[config.mk]
export PLATFORM = sky130hd
export DESIGN_NAME = dm_arbiter
export DESIGN_NICKNAME = d
export VERILOG_FILES = /design/src/rtl/dm_arb_pkg.sv /design/src/rtl/dm_arb_starve_ctr.sv /design/src/rtl/dm_arbiter.sv
export SDC_FILE = /design/constraint.sdc
export NUM_CORES = 1
export LEC_CHECK = 0
export ABC_AREA = 1
export BUFFER_PORTS_ARGS = -buffer_cell sky130_fd_sc_hd__buf_2
export CORE_AREA = 2 2 110 112
export DETAILED_ROUTE_END_ITERATION = 16
export DIE_AREA = 0 0 112 114
export GPL_ROUTABILITY_DRIVEN = 0
export GPL_TIMING_DRIVEN = 1
export PLACE_DENSITY = 0.83
export SLEW_MARGIN = 0
export SYNTH_ARGS = -nofsm -noshare
export SYNTH_HDL_FRONTEND = slang
export SYNTH_SLANG_ARGS = --single-unit
[constraint.sdc]
create_clock -name clk -period 1.5 [get_ports clk]
set_clock_uncertainty 0.2 [all_clocks]
set_input_delay 0.3 -clock clk [delete_from_list [all_inputs] [get_ports clk]]
set_output_delay 0.3 -clock clk [all_outputs]
set_load 0.05 [all_outputs]
[src/rtl/dm_arb_pkg.sv]
// dm_arb_pkg
// Shared types and constants for the data-memory arbiter slice.
//   dm_arb_state_t    : arbiter FSM state encoding
//   ARB_CPU/ARB_UART  : requester index into the request vector
//   DATA_W            : data-memory word width
//   starve_limit_u8() : folds the integer starvation limit into the
//                       8-bit counter range 1..255
package dm_arb_pkg;

  typedef enum logic [2:0] {
    IDLE,
    ACC_CPU,
    ACC_UART,
    DONE_CPU,
    DONE_UART
  } dm_arb_state_t;

  localparam int ARB_CPU  = 0;
  localparam int ARB_UART = 1;
  localparam int DATA_W   = 32;

  // The counter is 8 bits wide and a limit of 0 would make the UART win
  // every contested arbitration, so out-of-range values are clamped.
  function automatic logic [7:0] starve_limit_u8(input int limit);
    if (limit < 1) begin
      return 8'd1;
    end else if (limit > 255) begin
      return 8'd255;
    end else begin
      return 8'(limit);
    end
  endfunction

endpackage

[src/rtl/dm_arb_starve_ctr.sv]
// dm_arb_starve_ctr
// Saturating 8-bit wait counter that lets a starved UART requester beat
// the CPU in arbitration.
//   clk, reset : clock and asynchronous active-low reset
//   waiting    : UART has a request pending that is not being served
//   clear      : UART has just been granted
//   starved    : counter has reached LIMIT
module dm_arb_starve_ctr #(
  parameter logic [7:0] LIMIT = 8'd16
) (
  input  logic clk,
  input  logic reset,
  input  logic waiting,
  input  logic clear,
  output logic starved
);

  logic [7:0] count;

  // Count waiting cycles up to LIMIT and hold there. A grant in the same
  // cycle as a waiting cycle takes priority so the count restarts at 0.
  always_ff @(posedge clk or negedge reset) begin
    if (!reset) begin
      count <= 8'd0;
    end else if (clear) begin
      count <= 8'd0;
    end else if (waiting && (count < LIMIT)) begin
      count <= count + 8'd1;
    end
  end

  assign starved = (count >= LIMIT);

endmodule

[src/rtl/dm_arbiter.sv]
// dm_arbiter
// Shares the single-port data memory between the CPU load/store path and
// the UART loader/dumper. Each side issues one-word req/ack transactions;
// the winner's address/we/data are registered onto the memory port, the
// memory is accessed for one cycle, and an ack pulse returns read data.
//
// Ports:
//   clk, reset                    clock, asynchronous active-low reset
//   cpu_req/we/addr/wdata         CPU request (held until cpu_ack)
//   cpu_ack, cpu_rdata            CPU completion pulse and read data
//   cpu_stall                     cpu_req & ~cpu_ack, for the hazard unit
//   uart_req/we/addr/wdata        UART request (held until uart_ack)
//   uart_lock                     with uart_req, blocks CPU grants
//   uart_ack, uart_rdata          UART completion pulse and read data
//   mem_we/addr/wdata             registered memory port
//   mem_rdata                     asynchronous memory read data
//
// Build option: define DM_ARB_STARVE_GUARD_EN to compile in the starvation
// counter that lets a UART request waiting STARVE_LIMIT cycles win over
// the CPU. Without it, priority is fixed (CPU unless uart_lock).
module dm_arbiter
  import dm_arb_pkg::*;
#(
  parameter int AW           = 8,
  parameter int STARVE_LIMIT = 16
) (
  input  logic              clk,
  input  logic              reset,
  input  logic              cpu_req,
  input  logic              cpu_we,
  input  logic [AW-1:0]     cpu_addr,
  input  logic [DATA_W-1:0] cpu_wdata,
  output logic              cpu_ack,
  output logic [DATA_W-1:0] cpu_rdata,
  output logic              cpu_stall,
  input  logic              uart_req,
  input  logic              uart_we,
  input  logic [AW-1:0]     uart_addr,
  input  logic [DATA_W-1:0] uart_wdata,
  input  logic              uart_lock,
  output logic              uart_ack,
  output logic [DATA_W-1:0] uart_rdata,
  output logic              mem_we,
  output logic [AW-1:0]     mem_addr,
  output logic [DATA_W-1:0] mem_wdata,
  input  logic [DATA_W-1:0] mem_rdata
);

  localparam logic [7:0] STARVE_LIMIT_U8 = starve_limit_u8(STARVE_LIMIT);

  dm_arb_state_t state;
  dm_arb_state_t next_state;
  logic [1:0]    req_vec;
  logic          grant_cpu;
  logic          grant_uart;
  logic          starved;

  assign req_vec[ARB_CPU]  = cpu_req;
  assign req_vec[ARB_UART] = uart_req;

`ifdef DM_ARB_STARVE_GUARD_EN
  // The UART counts as waiting whenever it requests and is not already
  // being served; idle IDLE cycles and CPU accesses both count.
  logic uart_waiting;

  assign uart_waiting = uart_req && (state != ACC_UART) && (state != DONE_UART);

  dm_arb_starve_ctr #(
    .LIMIT (STARVE_LIMIT_U8)
  ) u_starve_ctr (
    .clk     (clk),
    .reset   (reset),
    .waiting (uart_waiting),
    .clear   (grant_uart),
    .starved (starved)
  );
`else
  // Fixed priority: the limit is accepted for interface compatibility only.
  logic [7:0] unused_limit;

  assign unused_limit = STARVE_LIMIT_U8;
  assign starved      = 1'b0;
`endif

  // State register. Reset returns to IDLE immediately, which also kills
  // any access in flight.
  always_ff @(posedge clk or negedge reset) begin
    if (!reset) begin
      state <= IDLE;
    end else begin
      state <= next_state;
    end
  end

  // Arbitration and sequencing. Grants only happen in IDLE; the UART wins
  // a contested cycle when it holds the lock or has been starved.
  always_comb begin
    next_state = state;
    grant_cpu  = 1'b0;
    grant_uart = 1'b0;
    case (state)
      IDLE: begin
        if (req_vec[ARB_UART] && (!req_vec[ARB_CPU] || uart_lock || starved)) begin
          grant_uart = 1'b1;
          next_state = ACC_UART;
        end else if (req_vec[ARB_CPU]) begin
          grant_cpu  = 1'b1;
          next_state = ACC_CPU;
        end
      end
      ACC_CPU:   next_state = DONE_CPU;
      ACC_UART:  next_state = DONE_UART;
      DONE_CPU:  next_state = IDLE;
      DONE_UART: next_state = IDLE;
      default:   next_state = IDLE;
    endcase
  end

  // Memory port registers. The winner's request is captured on the grant
  // edge so it is stable for the whole ACC cycle; the write enable is
  // cleared on every other edge so it is high only during ACC. Address and
  // data simply hold their last value.
  always_ff @(posedge clk or negedge reset) begin
    if (!reset) begin
      mem_we    <= 1'b0;
      mem_addr  <= '0;
      mem_wdata <= '0;
    end else if (grant_cpu) begin
      mem_we    <= cpu_we;
      mem_addr  <= cpu_addr;
      mem_wdata <= cpu_wdata;
    end else if (grant_uart) begin
      mem_we    <= uart_we;
      mem_addr  <= uart_addr;
      mem_wdata <= uart_wdata;
    end else begin
      mem_we    <= 1'b0;
    end
  end

  // Read data capture. The asynchronous memory output is sampled at the
  // end of the access cycle and held until the next access by that side.
  always_ff @(posedge clk or negedge reset) begin
    if (!reset) begin
      cpu_rdata  <= '0;
      uart_rdata <= '0;
    end else begin
      if (state == ACC_CPU) begin
        cpu_rdata <= mem_rdata;
      end
      if (state == ACC_UART) begin
        uart_rdata <= mem_rdata;
      end
    end
  end

  assign cpu_ack   = (state == DONE_CPU);
  assign uart_ack  = (state == DONE_UART);
  assign cpu_stall = cpu_req & ~cpu_ack;

endmodule
==> results.txt <==
The most frequent cell on the critical path is sky130_fd_sc_hd__buf_6. The share of post-route cells with drive strength above 1 was 0.528. The instance count on the critical path came out at 4.

The power per cell area works out to 2840 mW/mm². The tools report the proportion of power drawn by combinational gates as 0.660. The run gives 0.216 as the overall routing resource usage.

The net load switching power is 0.0121 W, and the number of nets at the end of the flow is 967. The height of the die is 114 µm, and the pin count of the biggest net entering global routing is 66. Setup repair after global routing could not meet its margin everywhere. For the sink count of the clock tree, the log shows 108. Once layout is done, the placed cells without fillers occupy 0.00835 mm². For this design the top-level I/O count stands at 227.

Cell internal power was estimated by the tool at 0.0116 W. The total via count after detailed routing was 5266. The via count of the first global-routing pass was 4474; the detailed placement HPWL was 9000 µm. After clock tree synthesis, the clock-pin slew on the worst setup and hold paths is 70 ps. The clock reaches the later pin of the worst-skew pair after 340 ps. The final clock period utilization by the worst path is 1.26, and the total die area is 0.0128 mm². The start point of the worst hold path was mem_rdata[26].

Dividing the detail-routed via count by the number of cells gives 5.27. After synthesis the cells add up to 0.00480 mm². The number of clock buffers inserted by TritonCTS was 9; the violation count after the first detailed-route iteration was 408. The critical path contains buffers and inverters numbering 3 combined. Share of synthesized area occupied by flip-flops and latches: 0.563. The master of the slowest instance on the critical path is sky130_fd_sc_hd__dfrtp_1.

TritonCTS built the clock tree. The peak fanout along the critical path was 2. Including well taps, the total number of placed cells is 940. The tools report the post-synthesis instance total as 573. The tools report the number of pins with negative max-slew slack in the final report as 0.

For the worst setup path, the data required time is 1000 ps. IR analysis of the VDD net gives a maximum drop of 0.00182 V. The worst hold path endpoint was uart_rdata[26].

STA puts the critical path data arrival time at 1390 ps. The worst-margin pin slew was 353 ps; the number of unique standard cell types used by synthesis was 16. Switching share of total power: 0.510. The checks that failed: negative setup slack. The worst slew margin relative to its limit was 0.765. The number of endpoints with negative hold slack in the final report was 0. The clock root buffer was sky130_fd_sc_hd__clkbuf_16. In this run the critical register-to-register path is captured at mem_wdata[24]. Setup violations remaining at the end of the flow were counted as 88. Counting instances, the worst hold path has a depth of 3. The total of warnings raised by yosys was 0; the number of optimization iterations in the first detailed-route pass was 7. The number of antenna diodes in the final layout is 0.

The number of standard cells in the final layout excluding fillers is 1000. After synthesis the netlist holds a flip-flop and latch count of 108. When the netlist entered floorplanning its net count stood at 692.

The run finished, with violations left. The tools report the final worst slack as -392 ps. The initial antenna violation count came out at 0. The tools report the highest clock rate as 0.529 GHz.

The startpoint of the worst-slack reg-to-reg timing path was state[0]. The number of nets still failing antenna checks after routing was 0. The first global-routing pass estimated 22000 µm of wire. STA classifies the critical path endpoint as an output pin.

Global routing finished with a remaining overflow of 0. The clock share of power came out at 0.108. A synthesized cell averages 8.39 µm². The initial cell density of the core is 0.410.

Final critical delay including setup and external delays: 1890 ps. In this run the core area contains 40 standard-cell rows. For this run, design rule violations remaining after detail routing come to 0.

Walking the worst path, the cells encountered are buf_6 -> nor3_4 -> buf_6 -> buf_12. Broken down by cell family, the worst path's largest delay share belongs to flip-flops. STA classifies the critical path startpoint as a register. The logs give 0.232 for the sequential share of power and 0 for the number of violations of the max-capacitance limit.

For the placed instance area, the log shows 0.00637 mm². The routed design has 18400 µm of wire. Dividing the detail-routed wire length by the instance count gives 18.4 µm. From left edge to right edge, the die measures 112 µm. The total area inside the core boundary comes to 0.0117 mm². For the number of H-tree levels, the log shows 3.

The worst register-to-register path has a setup slack of -350 ps. Type of the tightest min-delay check: in -> reg. For this design the static power due to leakage is 4.46 nW. Kind of critical path: reg -> out. The number of cells on the worst reg-to-reg path is 13. Compared with the post-synthesis result, the final layout area differs by 73.8%. The maximum clock path buffer count came out at 2. The number of I/O port buffers was 226. Stage delay of the slowest cell on the critical path: 400 ps.
## sequential cells by signal (all words and copies together), names as in the netlist
register,cells
cpu_rdata,32
mem_wdata,32
mem_we,1
uart_rdata,32
state,3
mem_addr,8
## placed cells by master, fill, tap and decap left out, drive strengths merged
cell         count
buf            255
nand2          150
nand3          124
dfrtp          108
inv             80
o21ai           65
clkbuf          56
nor2             5
nor3             2
clkinvlp         2
bufinv           2
dlygate4sd3      2
a21oi            2
## what timing repair did
action	CTS	global route
gates cloned	13	15
setup buffers	13	10
endpoints found under the setup margin	27	115
hold buffers	2	0
pin swaps	8	36
resized for setup	52	288
endpoints found under the hold margin	109	0
## worst register-to-register path: cells and delay by family, from the launching register on
| kind | cells | cell delay (ps) |
|---|---|---|
| buffers and inverters | 8 | 800 |
| flip-flops | 1 | 410 |
| AND/OR/NAND/NOR | 5 | 390 |
## power groups by stage
stage               combinational, W  sequential, W  clock [W]
floorplan                    0.00319        0.00993          0
finish                        0.0156        0.00549    0.00256
CTS                           0.0128        0.00511    0.00262
global route                  0.0163        0.00563    0.00272
detailed placement            0.0108        0.00510          0
global placement              0.0106        0.00509          0
## through the flow
stage / total power [W] / setup TNS [ps] / setup WS, ps / utilization / hold slack [ps]
3_3_place_gp: 0.0157 / -1030 / -67.2 / 0.544 / 111
5_1_grt: 0.0247 / -24400 / -454 / 0.713 / 18.9
6_report: 0.0237 / -17070 / -392 / 0.713 / 16.1
2_1_floorplan: 0.0131 / -309 / -200 / - / -196
4_1_cts: 0.0205 / -9260 / -429 / 0.629 / 13.9
3_5_place_dp: 0.0159 / -2400 / -79.7 / 0.544 / 111
## worst max path at each step
stage	start	end	slack, ps
2_1_floorplan	state[1]	cpu_stall	-200
3_3_place_gp	state[2]	cpu_ack	-70
3_5_place_dp	cpu_req	mem_addr[2]	-80
4_1_cts	state[0]	cpu_ack	-430
5_1_grt	state[2]	cpu_ack	-450
6_report	state[2]	cpu_ack	-390
## synth_stat cells
cell                       instances  area share
sky130_fd_sc_hd__inv_1            75       0.059
sky130_fd_sc_hd__nand3_1         124        0.13
sky130_fd_sc_hd__o21ai_0          65       0.068
sky130_fd_sc_hd__nor2_4            1      0.0023
sky130_fd_sc_hd__buf_4             4      0.0063
sky130_fd_sc_hd__nor2_1            3      0.0023
sky130_fd_sc_hd__inv_2             3      0.0023
sky130_fd_sc_hd__nand2_1         150        0.12
sky130_fd_sc_hd__dfrtp_1         108        0.56
sky130_fd_sc_hd__buf_6             8       0.019
sky130_fd_sc_hd__a21oi_2           1      0.0018
sky130_fd_sc_hd__nor3_1            2      0.0021
sky130_fd_sc_hd__a21oi_1           1      0.0010
sky130_fd_sc_hd__buf_2            21       0.022
sky130_fd_sc_hd__nor2_2            1      0.0013
sky130_fd_sc_hd__clkbuf_1          6      0.0047
## routing by layer
| layer | track usage | share of wire | routed length, µm | up-vias |
|---|---|---|---|---|
| met3 | 0.0446 | 0.085 | 1570 | 57 |
| met4 | 0.0846 | 0.039 | 727 | 0 |
| met5 | 0 | 0 | 0 | - |
| met2 | 0.376 | 0.51 | 9480 | 343 |
| met1 | 0.265 | 0.36 | 6630 | 2481 |
| li1 | - | - | - | 2385 |
## cells by family (layout without fill, tap and decap cells)
logic type	count (synthesis)	in the layout	share of synthesized area
AO/OA/AOI/OAI	67	67	0.0706
flip-flops	108	108	0.562
AND/OR/NAND/NOR	281	281	0.254
buffers and inverters	117	397	0.113
## cell type report
type / count / area (µm²)
clock buffers: 10 / 229
inverters: 78 / 293
clock inverters: 6 / 95.1
flip-flops and latches: 108 / 2700
fillers: 795 / 3360
well taps: 147 / 184
repair buffers: 303 / 2620
multi-input cells: 348 / 2220
Power figures use the tool's default switching activity.
